$ cat src/rtl/sim_eoc_mailbox_if.sv
// Core data-port bundle between the zero-riscy LSU and the EOC/console mailbox.
interface sim_eoc_mailbox_if;
  logic        data_req_i;
  logic [31:0] data_addr_i;
  logic        data_we_i;
  logic [3:0]  data_be_i;
  logic [31:0] data_wdata_i;
  logic        sel_o;
  logic        data_gnt_o;
  logic        data_rvalid_o;
  logic [31:0] data_rdata_o;

  modport master (
    output data_req_i, data_addr_i, data_we_i, data_be_i, data_wdata_i,
    input  sel_o, data_gnt_o, data_rvalid_o, data_rdata_o
  );

  modport slave (
    input  data_req_i, data_addr_i, data_we_i, data_be_i, data_wdata_i,
    output sel_o, data_gnt_o, data_rvalid_o, data_rdata_o
  );
endinterface

$ cat src/rtl/sim_eoc_mailbox.sv
// Exit-code / putchar mailbox with console FIFO and end-of-simulation sequencer.
// Optional console/finish system tasks: define SIM_EOC_MAILBOX_DISPLAY_EN.
module sim_eoc_mailbox #(
  parameter logic [31:0] ADDR_EXIT    = 32'h8000_0000,
  parameter logic [31:0] ADDR_PUTC    = 32'h8000_0004,
  parameter int unsigned FIFO_DEPTH   = 16,
  parameter int unsigned DRAIN_CYCLES = 10
) (
  input  logic                     clk_i,
  input  logic                     rst_ni,
  sim_eoc_mailbox_if.slave         data_if,
  input  logic                     core_sleeping_i,
  output logic                     char_valid_o,
  output logic [7:0]               char_o,
  input  logic                     char_ready_i,
  output logic                     exit_valid_o,
  output logic [31:0]              exit_code_o,
  output logic                     eoc_o,
  output logic                     finish_o
);

  localparam int unsigned AW  = (FIFO_DEPTH > 1) ? $clog2(FIFO_DEPTH) : 1;
  localparam int unsigned CW  = $clog2(FIFO_DEPTH) + 1;
  localparam int unsigned DCW = (DRAIN_CYCLES > 1) ? $clog2(DRAIN_CYCLES) : 1;
  localparam logic [CW-1:0]  FULL_CNT   = CW'(FIFO_DEPTH);
  localparam logic [DCW-1:0] DRAIN_LOAD = DCW'(DRAIN_CYCLES - 1);

  typedef enum logic [1:0] {RUN, WAIT_SLEEP, DRAIN, DONE} state_e;

  state_e         state_q, state_d;
  logic [DCW-1:0] cnt_q, cnt_d;

  logic [7:0]    mem_q [FIFO_DEPTH];
  logic [AW-1:0] wr_ptr_q, rd_ptr_q;
  logic [CW-1:0] count_q;

  logic hit_exit, hit_putc, putc_st, exit_st;
  logic fifo_full, fifo_empty, push, pop, unused_be;

  assign hit_exit = data_if.data_req_i & (data_if.data_addr_i == ADDR_EXIT);
  assign hit_putc = data_if.data_req_i & (data_if.data_addr_i == ADDR_PUTC);
  assign putc_st  = hit_putc & data_if.data_we_i;
  assign exit_st  = hit_exit & data_if.data_we_i;

  assign fifo_full  = (count_q == FULL_CNT);
  assign fifo_empty = (count_q == '0);

  assign data_if.sel_o      = hit_exit | hit_putc;
  assign data_if.data_gnt_o = data_if.sel_o & ~(putc_st & fifo_full);

  assign push = data_if.data_gnt_o & putc_st & data_if.data_be_i[0];
  assign pop  = char_valid_o & char_ready_i;

  assign char_valid_o = ~fifo_empty;
  assign char_o       = mem_q[rd_ptr_q];
  assign unused_be    = ^data_if.data_be_i[3:1];

  always_ff @(posedge clk_i or negedge rst_ni) begin
    if (!rst_ni) begin
      for (int unsigned i = 0; i < FIFO_DEPTH; i++) mem_q[i] <= '0;
      wr_ptr_q <= '0;
      rd_ptr_q <= '0;
      count_q  <= '0;
    end else begin
      if (push) begin
        mem_q[wr_ptr_q] <= data_if.data_wdata_i[7:0];
        wr_ptr_q        <= wr_ptr_q + AW'(1);
      end
      if (pop) rd_ptr_q <= rd_ptr_q + AW'(1);
      case ({push, pop})
        2'b10:   count_q <= count_q + CW'(1);
        2'b01:   count_q <= count_q - CW'(1);
        default: count_q <= count_q;
      endcase
    end
  end

  // Load data is sampled in the grant cycle, so occupancy reflects pre-push/pop state.
  always_ff @(posedge clk_i or negedge rst_ni) begin
    if (!rst_ni) begin
      data_if.data_rvalid_o <= 1'b0;
      data_if.data_rdata_o  <= '0;
    end else begin
      data_if.data_rvalid_o <= data_if.data_gnt_o;
      if (data_if.data_gnt_o && !data_if.data_we_i) begin
        if (hit_exit) data_if.data_rdata_o <= exit_valid_o ? exit_code_o : '1;
        else          data_if.data_rdata_o <= 32'(count_q);
      end else begin
        data_if.data_rdata_o <= '0;
      end
    end
  end

  always_ff @(posedge clk_i or negedge rst_ni) begin
    if (!rst_ni) begin
      exit_valid_o <= 1'b0;
      exit_code_o  <= '0;
    end else if (data_if.data_gnt_o && exit_st && !exit_valid_o) begin
      exit_valid_o <= 1'b1;
      exit_code_o  <= data_if.data_wdata_i;
    end
  end

  always_ff @(posedge clk_i or negedge rst_ni) begin
    if (!rst_ni) begin
      state_q <= RUN;
      cnt_q   <= '0;
    end else begin
      state_q <= state_d;
      cnt_q   <= cnt_d;
    end
  end

  always_comb begin
    state_d = state_q;
    cnt_d   = cnt_q;
    unique case (state_q)
      RUN:        if (exit_valid_o) state_d = WAIT_SLEEP;
      WAIT_SLEEP: if (core_sleeping_i && fifo_empty) begin
                    state_d = DRAIN;
                    cnt_d   = DRAIN_LOAD;
                  end
      DRAIN:      if (cnt_q == '0) state_d = DONE;
                  else             cnt_d   = cnt_q - DCW'(1);
      DONE:       state_d = DONE;
      default:    state_d = RUN;
    endcase
  end

  assign eoc_o    = (state_q == DRAIN) || (state_q == DONE);
  assign finish_o = (state_q == DONE);

`ifdef SIM_EOC_MAILBOX_DISPLAY_EN
  always_ff @(posedge clk_i) begin
    if (rst_ni) begin
      if (pop) $write("%c", char_o);
      if (state_q == WAIT_SLEEP && state_d == DRAIN) $display("errors=%08x", exit_code_o);
      if (state_q == DRAIN && state_d == DONE) $finish;
    end
  end
`else
  // Console output and simulation finish are left to the enclosing harness.
`endif

endmodule

$ cat src/flat_wrapper.sv
// flat-port wrapper written by rule: the top's interface ports become plain ports
module sim_eoc_mailbox_flat 
#(
  parameter logic [31:0] ADDR_EXIT    = 32'h8000_0000,
  parameter logic [31:0] ADDR_PUTC    = 32'h8000_0004,
  parameter int unsigned FIFO_DEPTH   = 16,
  parameter int unsigned DRAIN_CYCLES = 10
)
  (clk_i, rst_ni, core_sleeping_i, char_valid_o, char_o, char_ready_i, exit_valid_o, exit_code_o, eoc_o, finish_o, data_if_data_req_i, data_if_data_addr_i, data_if_data_we_i, data_if_data_be_i, data_if_data_wdata_i, data_if_sel_o, data_if_data_gnt_o, data_if_data_rvalid_o, data_if_data_rdata_o);
  sim_eoc_mailbox_if data_if_i ();
  input  logic clk_i;
  input  logic rst_ni;
  input  logic core_sleeping_i;
  output logic char_valid_o;
  output logic [7:0] char_o;
  input  logic char_ready_i;
  output logic exit_valid_o;
  output logic [31:0] exit_code_o;
  output logic eoc_o;
  output logic finish_o;
  input wire logic [$bits(data_if_i.data_req_i)-1:0] data_if_data_req_i;
  input wire logic [$bits(data_if_i.data_addr_i)-1:0] data_if_data_addr_i;
  input wire logic [$bits(data_if_i.data_we_i)-1:0] data_if_data_we_i;
  input wire logic [$bits(data_if_i.data_be_i)-1:0] data_if_data_be_i;
  input wire logic [$bits(data_if_i.data_wdata_i)-1:0] data_if_data_wdata_i;
  output wire logic [$bits(data_if_i.sel_o)-1:0] data_if_sel_o;
  output wire logic [$bits(data_if_i.data_gnt_o)-1:0] data_if_data_gnt_o;
  output wire logic [$bits(data_if_i.data_rvalid_o)-1:0] data_if_data_rvalid_o;
  output wire logic [$bits(data_if_i.data_rdata_o)-1:0] data_if_data_rdata_o;
  assign data_if_i.data_req_i = data_if_data_req_i;
  assign data_if_i.data_addr_i = data_if_data_addr_i;
  assign data_if_i.data_we_i = data_if_data_we_i;
  assign data_if_i.data_be_i = data_if_data_be_i;
  assign data_if_i.data_wdata_i = data_if_data_wdata_i;
  assign data_if_sel_o = data_if_i.sel_o;
  assign data_if_data_gnt_o = data_if_i.data_gnt_o;
  assign data_if_data_rvalid_o = data_if_i.data_rvalid_o;
  assign data_if_data_rdata_o = data_if_i.data_rdata_o;
  sim_eoc_mailbox #(.ADDR_EXIT(ADDR_EXIT), .ADDR_PUTC(ADDR_PUTC), .FIFO_DEPTH(FIFO_DEPTH), .DRAIN_CYCLES(DRAIN_CYCLES)) u_core (.clk_i(clk_i), .rst_ni(rst_ni), .data_if(data_if_i), .core_sleeping_i(core_sleeping_i), .char_valid_o(char_valid_o), .char_o(char_o), .char_ready_i(char_ready_i), .exit_valid_o(exit_valid_o), .exit_code_o(exit_code_o), .eoc_o(eoc_o), .finish_o(finish_o));
endmodule
$ cat config.mk
export PLATFORM = sky130hd
export DESIGN_NAME = sim_eoc_mailbox_flat
export DESIGN_NICKNAME = d
export VERILOG_FILES = /design/src/rtl/sim_eoc_mailbox_if.sv /design/src/rtl/sim_eoc_mailbox.sv /design/src/flat_wrapper.sv
export SDC_FILE = /design/constraint.sdc
export NUM_CORES = 1
export LEC_CHECK = 0
export ABC_AREA = 0
export CORE_ASPECT_RATIO = 0.7
export CORE_MARGIN = 2
export CORE_UTILIZATION = 30
export CTS_CLUSTER_DIAMETER = 80
export DETAILED_ROUTE_END_ITERATION = 16
export PLACE_DENSITY = 0.48
export SKIP_CTS_REPAIR_TIMING = 1
export SYNTH_ARGS = -nofsm -noshare
export SYNTH_HDL_FRONTEND = slang
export SYNTH_SLANG_ARGS = --single-unit
$ cat constraint.sdc
create_clock -name clk_i -period 4.2 [get_ports clk_i]
set_clock_uncertainty 0.1 [all_clocks]
set_input_delay 0.84 -clock clk_i [delete_from_list [all_inputs] [get_ports clk_i]]
set_output_delay 0.84 -clock clk_i [all_outputs]
set_load 0.02 [all_outputs]
# Word-level counts from Yosys, hierarchy flattened
# Cells that the tools add are included.
[op_classes]
n_mux = 17
bitwise = 14
eq_ne = 12
order_cmp = 3
addsub = 5
reduce_logical = 15
[ops]
columns = ["operator", "n"]
rows = [
  ["$bwmux W128", 1],
  ["$mux W32", 3],
  ["$eq A32 B32 Y1 const B", 2],
  ["$bmux W8 S4", 1],
  ["$demux W8 S4", 1],
  ["$mux W8", 3],
  ["$ge A5 B5 Y1 const B", 2],
  ["$not A4 Y5", 2],
  ["$pmux W5 S2", 1],
  ["$and A1 B1 Y1", 9],
  ["$add A4 B1 Y4 const B", 2],
  ["$mux W4", 2],
  ["$pmux W2 S4", 1],
  ["$pmux W4 S2", 1],
  ["$eq A2 B2 Y1 const B", 3],
  ["$mux W2", 3],
  ["$ne A2 B1 Y1 const B", 3],
  ["$reduce_and A3 Y1", 2],
  ["$add A5 B1 Y5 const B", 1],
  ["$eq A5 B5 Y1 const B", 1],
  ["$logic_and A1 B1 Y1", 5],
  ["$logic_not A5 Y1", 1],
  ["$lt A5 B1 Y1 const B", 1],
  ["$sub A5 B1 Y5 const B", 1],
  ["10 further kinds", 14],
]
[totals]
output_inout_bits = 79
register_bits = 213
word_cells = 91
input_bits = 74

# Longest topological paths before layout
# Gate-level depths: netlist of run 1.
[depth]
ltp_word = 10
depth_mapped = 13
mapped_depth_nobuf = 10

# Least setup slack after synthesis of run 1
# No wires, ideal clock.
[synth_path]
path_type = "input-to-reg"
startpoint = "in data_if_data_addr_i[10]"
endpoint = "reg u_core.count_q[4]"
arrival_ns = 3.753
required_ns = 4.018
path_buffers = 2
path_slack_ns = 0.265
setup_time_ns = 0.082
cell_stages = 12
cell_sequence = "nor4_2 > nand4_2 > buf_2 > or4_1 > ha_1 > clkbuf_1 > xor2_1 > ha_1 > a21oi_1 > or3b_2 > a31oi_1 > xnor2_1"
[synth_via]
elab_chain_len = 10
word_cells_on_any_way = 15
[synth_lines]
columns = ["item", "line", "text"]
rows = [
  ["from (decl)", "flat_wrapper.sv:22", "input wire logic [$bits(data_if_i.data_addr_i)-1:0] data_if_data_addr_i;"],
  ["$eq A32 B32 Y1", "sim_eoc_mailbox.sv:41", "assign hit_putc = data_if.data_req_i & (data_if.data_addr_i == ADDR_PUTC);"],
  ["$and A1 B1 Y1", "sim_eoc_mailbox.sv:41", ""],
  ["$and A1 B1 Y1", "sim_eoc_mailbox.sv:42", "assign putc_st = hit_putc & data_if.data_we_i;"],
  ["$and A1 B1 Y1", "sim_eoc_mailbox.sv:49", "assign data_if.data_gnt_o = data_if.sel_o & ~(putc_st & fifo_full);"],
  ["$not A1 Y1", "sim_eoc_mailbox.sv:49", ""],
  ["$and A1 B1 Y1", "sim_eoc_mailbox.sv:49", ""],
  ["$and A1 B1 Y1 (*) (2 in a row)", "sim_eoc_mailbox.sv:51", "assign push = data_if.data_gnt_o & putc_st & data_if.data_be_i[0];"],
  ["$eq A2 B1 Y1 / $eq A2 B2 Y1 (equally long branches)", "sim_eoc_mailbox.sv:70", "case ({push, pop})"],
  ["$pmux W5 S2 / $reduce_bool A2 Y1 (equally long branches)", "n/a", ""],
  ["to (signal assigned)", "sim_eoc_mailbox.sv:71", "2'b10: count_q <= count_q + CW'(1);"],
  ["to (signal assigned)", "sim_eoc_mailbox.sv:72", "2'b01: count_q <= count_q - CW'(1);"],
  ["to (signal assigned)", "sim_eoc_mailbox.sv:73", "default: count_q <= count_q;"],
  ["to (decl)", "sim_eoc_mailbox.sv:35", "logic [CW-1:0] count_q;"],
]
# Every way passes the cells marked *; elsewhere a longest branch is shown, timed or not.
# A chain may end at the register's enable or synchronous reset.

# Worst setup path after layout of run 1
[layout_path]
startpoint = "reg u_core.rd_ptr_q[0]"
endpoint = "out char_o[0]"
[layout_via]
elab_chain_len = 4
[layout_lines]
columns = ["item", "line", "text"]
rows = [
  ["from (decl)", "sim_eoc_mailbox.sv:34", "logic [AW-1:0] wr_ptr_q, rd_ptr_q;"],
  ["from (signal assigned)", "sim_eoc_mailbox.sv:69", "if (pop) rd_ptr_q <= rd_ptr_q + AW'(1);"],
  ["$not A4 Y5 (not written as such)", "sim_eoc_mailbox.sv:55", "assign char_o = mem_q[rd_ptr_q];"],
  ["$bmux W8 S4", "sim_eoc_mailbox.sv:55", ""],
  ["$mux W8 (not written as such) (2 in a row)", "sim_eoc_mailbox.sv:55", ""],
  ["to (decl)", "flat_wrapper.sv:15", "output logic [7:0] char_o;"],
]
# No other way between the ends. The select of a mux whose other input is x is not followed.

==> reports/qor.csv, run 1 <==
stage,metric,value,unit
run_status,outcome,completed,
timing,timing.fmax,250,MHz
placement,place.gp.congestion,0.750,
synth,ys_seq_elements,213,
synth,synth_edf_count,0,
route,ant_nets,0,
clocking,insertion_delay,0.53,ns
global_route,antenna_found_initial,0,
timing,grt_setup_unrepaired,false,
floorplan,core,32300,um^2
timing,fin_ws,0.204,ns
worst_setup_path,cp_top_family,multiplexers,
worst_setup_path,worstPathArrival,3.06,ns
worst_setup_path,cp_common_cell,mux4_2,
clocking,clockRootBuffer,clkbuf_16,
clocking,numCtsBuffers,24,
worst_setup_path,criticalPathCategory,reg -> out,
flow_run,drv_cap,0,
global_route,grt_first_pass_wirelength,39800,um
cells_and_area,layout.cells.non_filler,1264,
worst_setup_path,crit_chain,buf_4 > mux4_2 > mux4_2 > clkdlybuf4s50_1,
clocking,htreeDepth,1,
worst_setup_path,end_kind,output port,
synth,synth_cell_types,48,
worst_setup_path,cp_num_buf_inv,2,
timing,hold_viol,0,
floorplan,fp-row-count,55,
timing,final-max-slew-violation-count,0,
route,vias_per_cell,4.85,
power,p_int,3870,uW
floorplan,die_h,156,um
power,p_switching,1440,uW
worst_setup_path,worstPathRequired,3.26,ns
worst_setup_path,r2r-start,u_core.count_q[1]$_DFFE_PN0P_,
floorplan,start_util,30.5,%
placement,dp_hpwl,17200,um
power,total_leakage_power,0.00590,uW
power,p_sw_share,27.0,%
power,clockPowerShare,41.6,%
route,met3_length,1030,um
power,p_comb_share,14.9,%
timing,finalCritPeriodShare,95.1,%
worst_setup_path,cp_num_cells,4,
cells_and_area,layout-drive-gt1-share,37.3,%
global_route,gr-total-overflow,0,
cells_and_area,diodes,0,
hold_path,hold_class,in -> async,
floorplan,die_w,221,um
cells_and_area,layout_common_cells,"dfrtp_1 (212), clkdlybuf4s50_1 (148), mux2_2 (141)",
worst_setup_path,slowest_delay,0.64,ns
clocking,cts_tree,built,
global_route,grt_pass1_vias,6504,
synth,synthArstFlopShare,100,%
worst_setup_path,rrSetupSlack,0.68,ns
worst_setup_path,crit_path_max_fanout,12,
power,powerDensity,413,nW/um^2
timing,setup_tns,0,ns
route,wl_met1,12200,um
timing,period_minus_slack,4.00,ns
synth,synth_ff_type,dfrtp_1,
worst_setup_path,crit_start,u_core.rd_ptr_q[0]$_DFFE_PN0P_,
cells_and_area,final_common_cell,dfrtp_1,
timing,final-setup-viol-count,0,
placement,dp_slack,0.125,ns
timing,tightest_slew,0.911,ns
synth,synth_cells,649,
worst_setup_path,reg2reg_to,u_core.count_q[4]$_DFFE_PN0P_,
route,drt-pass1-iter-count,4,
placement,port_buffers,149,
synth,yosysSeqAreaShare,54.0,%
synth,postSynthAreaPerCell,15.2,um^2
synth,yosys_warnings,0,
synth,syn_nets,733,
timing,fin_hold_ws,0.309,ns
route,wl_met2,12300,um
timing,maxSlewHeadroom,39.3,%
power,pwr-share-seq,43.5,%
power,vdd_drop_max,0.297,mV
synth,synth_area,9860,um^2
floorplan,die_area,34400,um^2
worst_setup_path,cpMaxStageDelayCell,dfrtp_2,
route,vias,6134,
route,drt_iter0_drc,290,
worst_setup_path,ff2ff_path_depth,10,
worst_setup_path,worstSetupEndpoint,char_o[0],
global_route,grt_max_degree,105,
clocking,numClockSinks,213,
power,total_power,5310,uW
route,wl_per_cell,20.5,um
route,dr.max_layer_used,met4,
placement,placed_cells,1221,
global_route,track_usage,15.2,%
route,wirelength,25900,um
route,drc,0,
clocking,clock_path_buffers,3,
cells_and_area,fin_nets,904,
cells_and_area,area_delta_synth_final,30.3,%
clocking,clkTransAtPathRegs,0.06,ns
floorplan,pin_count,153,
worst_setup_path,start_kind,flop,
-- worst min-delay path by stage --
stage                                   from                            end  slack (ns)  cells after the start
2_1_floorplan  u_core.mem_q[104]$_DFFE_PN0P_  u_core.mem_q[104]$_DFFE_PN0P_        0.35                      1
3_3_place_gp   u_core.mem_q[108]$_DFFE_PN0P_  u_core.mem_q[108]$_DFFE_PN0P_        0.36                      1
3_5_place_dp   u_core.mem_q[105]$_DFFE_PN0P_  u_core.mem_q[105]$_DFFE_PN0P_        0.37                      1
4_1_cts                               rst_ni    u_core.cnt_q[2]$_DFFE_PN0P_        0.37                      1
5_1_grt                               rst_ni  u_core.state_q[0]$_DFFE_PN0P_        0.39                      1
6_report                              rst_ni  u_core.state_q[0]$_DFFE_PN0P_        0.31                      1
-- cells by family after synthesis --
| family | share of synthesized area, % |
|---|---|
| compound gates | 3.68 |
| xor+xnor | 1.24 |
| fa+ha+maj | 1.27 |
| buf+inv | 3.08 |
| flops | 54.0 |
| mux | 28.3 |
| simple gates | 8.35 |
-- stage by stage --
| step | area [um^2] | utilization, % |
|---|---|---|
| after CTS | 12900 | 39.7 |
| after global routing | 12900 | 39.7 |
| after global placement | 12000 | 37.2 |
| after detailed placement | 12000 | 37.2 |
| final | 12900 | 39.7 |
| after floorplan | 9860 | - |
-- sequential cells by signal (all words and copies together), names as in the netlist --
| name | count |
|---|---|
| u_core.wr_ptr_q | 4 |
| u_core.state_q | 2 |
| u_core.cnt_q | 4 |
| u_core.mem_q | 128 |
| u_core.data_if.data_rdata_o | 32 |
| u_core.count_q | 5 |
| u_core.rd_ptr_q | 4 |
| u_core.data_if.data_rvalid_o | 1 |
| u_core.exit_code_o | 32 |
| u_core.exit_valid_o | 1 |
-- metal layers --
layer  global-route usage (%)  up-vias
li1                         -     2729
met1                     21.7     3250
met2                     24.4      128
met3                     2.30       27
met4                     3.02        0
met5                        0        -
-- final cells by class --
cell class              instances  area, um^2
multi-input cells             362        4240
clock buffers                  35         712
fillers                      2958       19500
repair buffers                181        1770
well taps                     427         534
inverters                      38         143
flip-flops and latches        213        5330
clock inverters                 8         126
-- power groups by stage --
stage	Sequential, uW	Combinational (uW)	Clock, uW
after floorplan	2210	604	0
after global placement	2350	784	0
after detailed placement	2350	805	0
after CTS	2320	806	2270
after global routing	2330	864	2360
final	2310	792	2210
-- synthesized netlist by cell type, types with 2 or more instances --
cell       count  area [um^2]
a21o_1         2         15.0
a21oi_1       31          155
a22oi_1        3         22.5
and2_1         3         18.8
buf_1          7         26.3
buf_2          6         30.0
clkbuf_1      21         78.8
dfrtp_1      213         5330
ha_1          10          125
inv_1         37          139
mux2_1         6         67.6
mux2_2       141         1590
mux2_4        16          240
mux4_2        40          901
nand2_1        7         26.3
nand2b_1       3         18.8
nand3_1        7         35.0
nand4_1        6         37.5
nor2_1         8         30.0
nor2b_1        3         18.8
nor3_1         6         30.0
nor4_1         4         25.0
nor4_2         3         37.5
nor4_4        19          404
o2111ai_2      3         45.0
o221a_2        5         56.3
o22ai_1        3         18.8
or2_2          2         12.5
or3b_2         2         17.5
or4_1          2         15.0
xnor2_1        7         61.3
xor2_1         7         61.3
Note: power is estimated with default switching activity, not from simulation.
==> run 2: changes to the inputs <==
--- a/constraint.sdc
+++ b/constraint.sdc
@@ -4,2 +4,2 @@
 set_output_delay 0.84 -clock clk_i [all_outputs]
-set_load 0.02 [all_outputs]
+set_load 0.005 [all_outputs]
==> run 2 against run 1 <==
Cell count is 0.32% higher. Critical endpoint is now data_if_data_gnt_o. Largest power group unchanged. Worst hold slack better by 0.021 ns. First-iteration DRC count is 24% lower. Core utilization hardly changed. Sequential power hardly changed. Design area hardly changed. Fmax is 4.3% higher. Sequential cell count stayed put. Via count is 0.54% lower. Clock-buffer cell count stayed put.
==> reports/qor.csv, run 2 (synthesis gave the netlist of run 1 again) <==
stage,metric,value,unit,change
worst_setup_path,crit_path_max_fanout,3,,-9
global_route,use_met3,2.30,%,unchanged
cells_and_area,regMostFlops,u_core.mem_q,,
global_route,grt_use_met1,21.9,%,+0.17 points
global_route,track_usage,15.4,%,+0.24 points
clocking,clkTransAtPathRegs,0.06,ns,about the same
route,wirelength,25900,um,unchanged
power,total_leakage_power,0.00590,uW,+0.14%
cells_and_area,top_regs,"u_core.mem_q x128, u_core.data_if.data_rdata_o x32, u_core.exit_code_o x32",,
clocking,numClockSinks,213,,unchanged
timing,period_minus_slack,3.83,ns,-0.163 ns
worst_setup_path,end_kind,output port,,
placement,port_buffers,149,,unchanged
global_route,antenna_found_initial,0,,unchanged
timing,final-setup-viol-count,0,,unchanged
worst_setup_path,worstPathRequired,3.26,ns,about the same
clocking,cts_tree,built,,
global_route,grt.busiest_layer,met2,,
timing,timing.fmax,261,MHz,+4.3%
clocking,clock_path_buffers,3,,unchanged
cells_and_area,layout_common_cells,"dfrtp_1 (212), clkdlybuf4s50_1 (148), mux2_2 (141)",,
global_route,grt_pass1_vias,6774,,+4.2%
floorplan,die_area,34400,um^2,unchanged
global_route,gr-total-overflow,0,,unchanged
floorplan,die_w,221,um,unchanged
flow_run,drv_cap,0,,unchanged
floorplan,core,32300,um^2,unchanged
cells_and_area,seq_area,5330,um^2,unchanged
worst_setup_path,start_kind,primary input,,
route,vias,6101,,-0.54%
timing,fin_ws,0.367,ns,+0.163 ns
timing,grt_setup_unrepaired,false,,
cells_and_area,layout-drive-gt1-share,37.7,%,+0.42 points
hold_path,hold_class,in -> async,,
timing,finalCritPeriodShare,91.3,%,-3.9 points
route,wl_per_cell,20.4,um,-0.32%
route,vias_per_cell,4.81,,-0.85%
cells_and_area,fillers,2980,,+0.74%
placement,dp_slack,0.0848,ns,-0.0404 ns
clocking,insertion_delay,0.52,ns,about the same
power,vdd_drop_max,0.249,mV,-16%
cells_and_area,multiInputGateArea,4240,um^2,unchanged
run_status,outcome,completed,,
floorplan,pin_count,153,,unchanged
cells_and_area,final_common_cell,dfrtp_1,,
placement,dpl-instance-area,12000,um^2,+0.10%
global_route,grt_use_met2,25.4,%,+0.94 points
route,ant_nets,0,,unchanged
cells_and_area,fin_nets,909,,+0.55%
floorplan,fp-row-count,55,,unchanged
cells_and_area,finalInstanceArea,12800,um^2,about the same
worst_setup_path,rrSetupSlack,0.63,ns,-0.05 ns
timing,final-max-slew-violation-count,0,,unchanged
power,powerDensity,409,nW/um^2,-1.1%
worst_setup_path,criticalPathCategory,in -> out,,
timing,setup_tns,0,ns,unchanged
worst_setup_path,worstPathArrival,2.89,ns,-0.17 ns
route,drt-pass1-iter-count,4,,unchanged
cells_and_area,diodes,0,,unchanged
floorplan,die_h,156,um,unchanged
placement,place.gp.congestion,0.752,,+0.27%
clocking,clockRootBuffer,clkbuf_16,,
global_route,grt_first_pass_wirelength,40800,um,+2.3%
clocking,htreeDepth,1,,unchanged
floorplan,start_util,30.5,%,unchanged
timing,maxSlewHeadroom,39.9,%,+0.65 points
route,drt_iter0_drc,221,,-24%
cells_and_area,largest_register_ffs,128,,unchanged
timing,hold_viol,0,,unchanged
global_route,grt_max_degree,107,,+1.9%
placement,dp_hpwl,17800,um,+3.1%
clocking,numCtsBuffers,24,,unchanged
timing,tightest_slew,0.901,ns,-0.00975 ns
route,drc,0,,unchanged
cells_and_area,area_delta_synth_final,30.3,%,about the same
## run 2: stage by stage
stage	utilization, %	power [uW]	instances	hold slack [ns]
after floorplan	-	2800	649	0.352
after global placement	37.2	3110	1226	0.363
after detailed placement	37.2	3140	1226	0.375
after CTS	39.7	5340	1268	0.361
after global routing	39.7	5500	1268	0.401
final	39.7	5250	1268	0.330
## run 2: area by class of cell
class | count | area share, %
Clock inverter | 7 | 0.750
Tap cell | 427 | 4.16
Inverter | 38 | 1.11
Clock buffer | 35 | 5.62
Sequential cell | 213 | 41.5
Multi-Input combinational cell | 362 | 33.0
Timing Repair Buffer | 186 | 13.9
## run 2: final timing paths
| check | startpoint | endpoint | depth (start not counted) |
|---|---|---|---|
| worst min-delay path | rst_ni | u_core.state_q[0]$_DFFE_PN0P_ | 1 |
| min in group clk_i | u_core.mem_q[108]$_DFFE_PN0P_ | u_core.mem_q[108]$_DFFE_PN0P_ | 1 |
| worst max register to register | u_core.count_q[1]$_DFFE_PN0P_ | u_core.count_q[4]$_DFFE_PN0P_ | 10 |
| worst max-delay path | data_if_data_addr_i[26] | data_if_data_gnt_o | 6 |
| worst min register to register | u_core.mem_q[108]$_DFFE_PN0P_ | u_core.mem_q[108]$_DFFE_PN0P_ | 1 |
| max in group asynchronous | rst_ni | u_core.data_if.data_rdata_o[31]$_DFF_PN0_ | 2 |
## run 2: critical path, stage by stage
cell,delay (ns)
clkdlybuf4s50_1,0.41
nor4_2,0.33
nand4_2,0.18
nor3_1,0.26
a21boi_0,0.30
clkdlybuf4s50_1,0.57
## run 2: power by group
group | switching, uW | internal (uW)
sequential | 153 | 2130
combinational | 429 | 380
clock | 850 | 1310
## run 2: metal layers
layer / share of wire [%] / routed length, um
met5: 0 / 0
met4: 1.3 / 340
met3: 4.4 / 1140
met2: 47 / 12300
met1: 47 / 12200
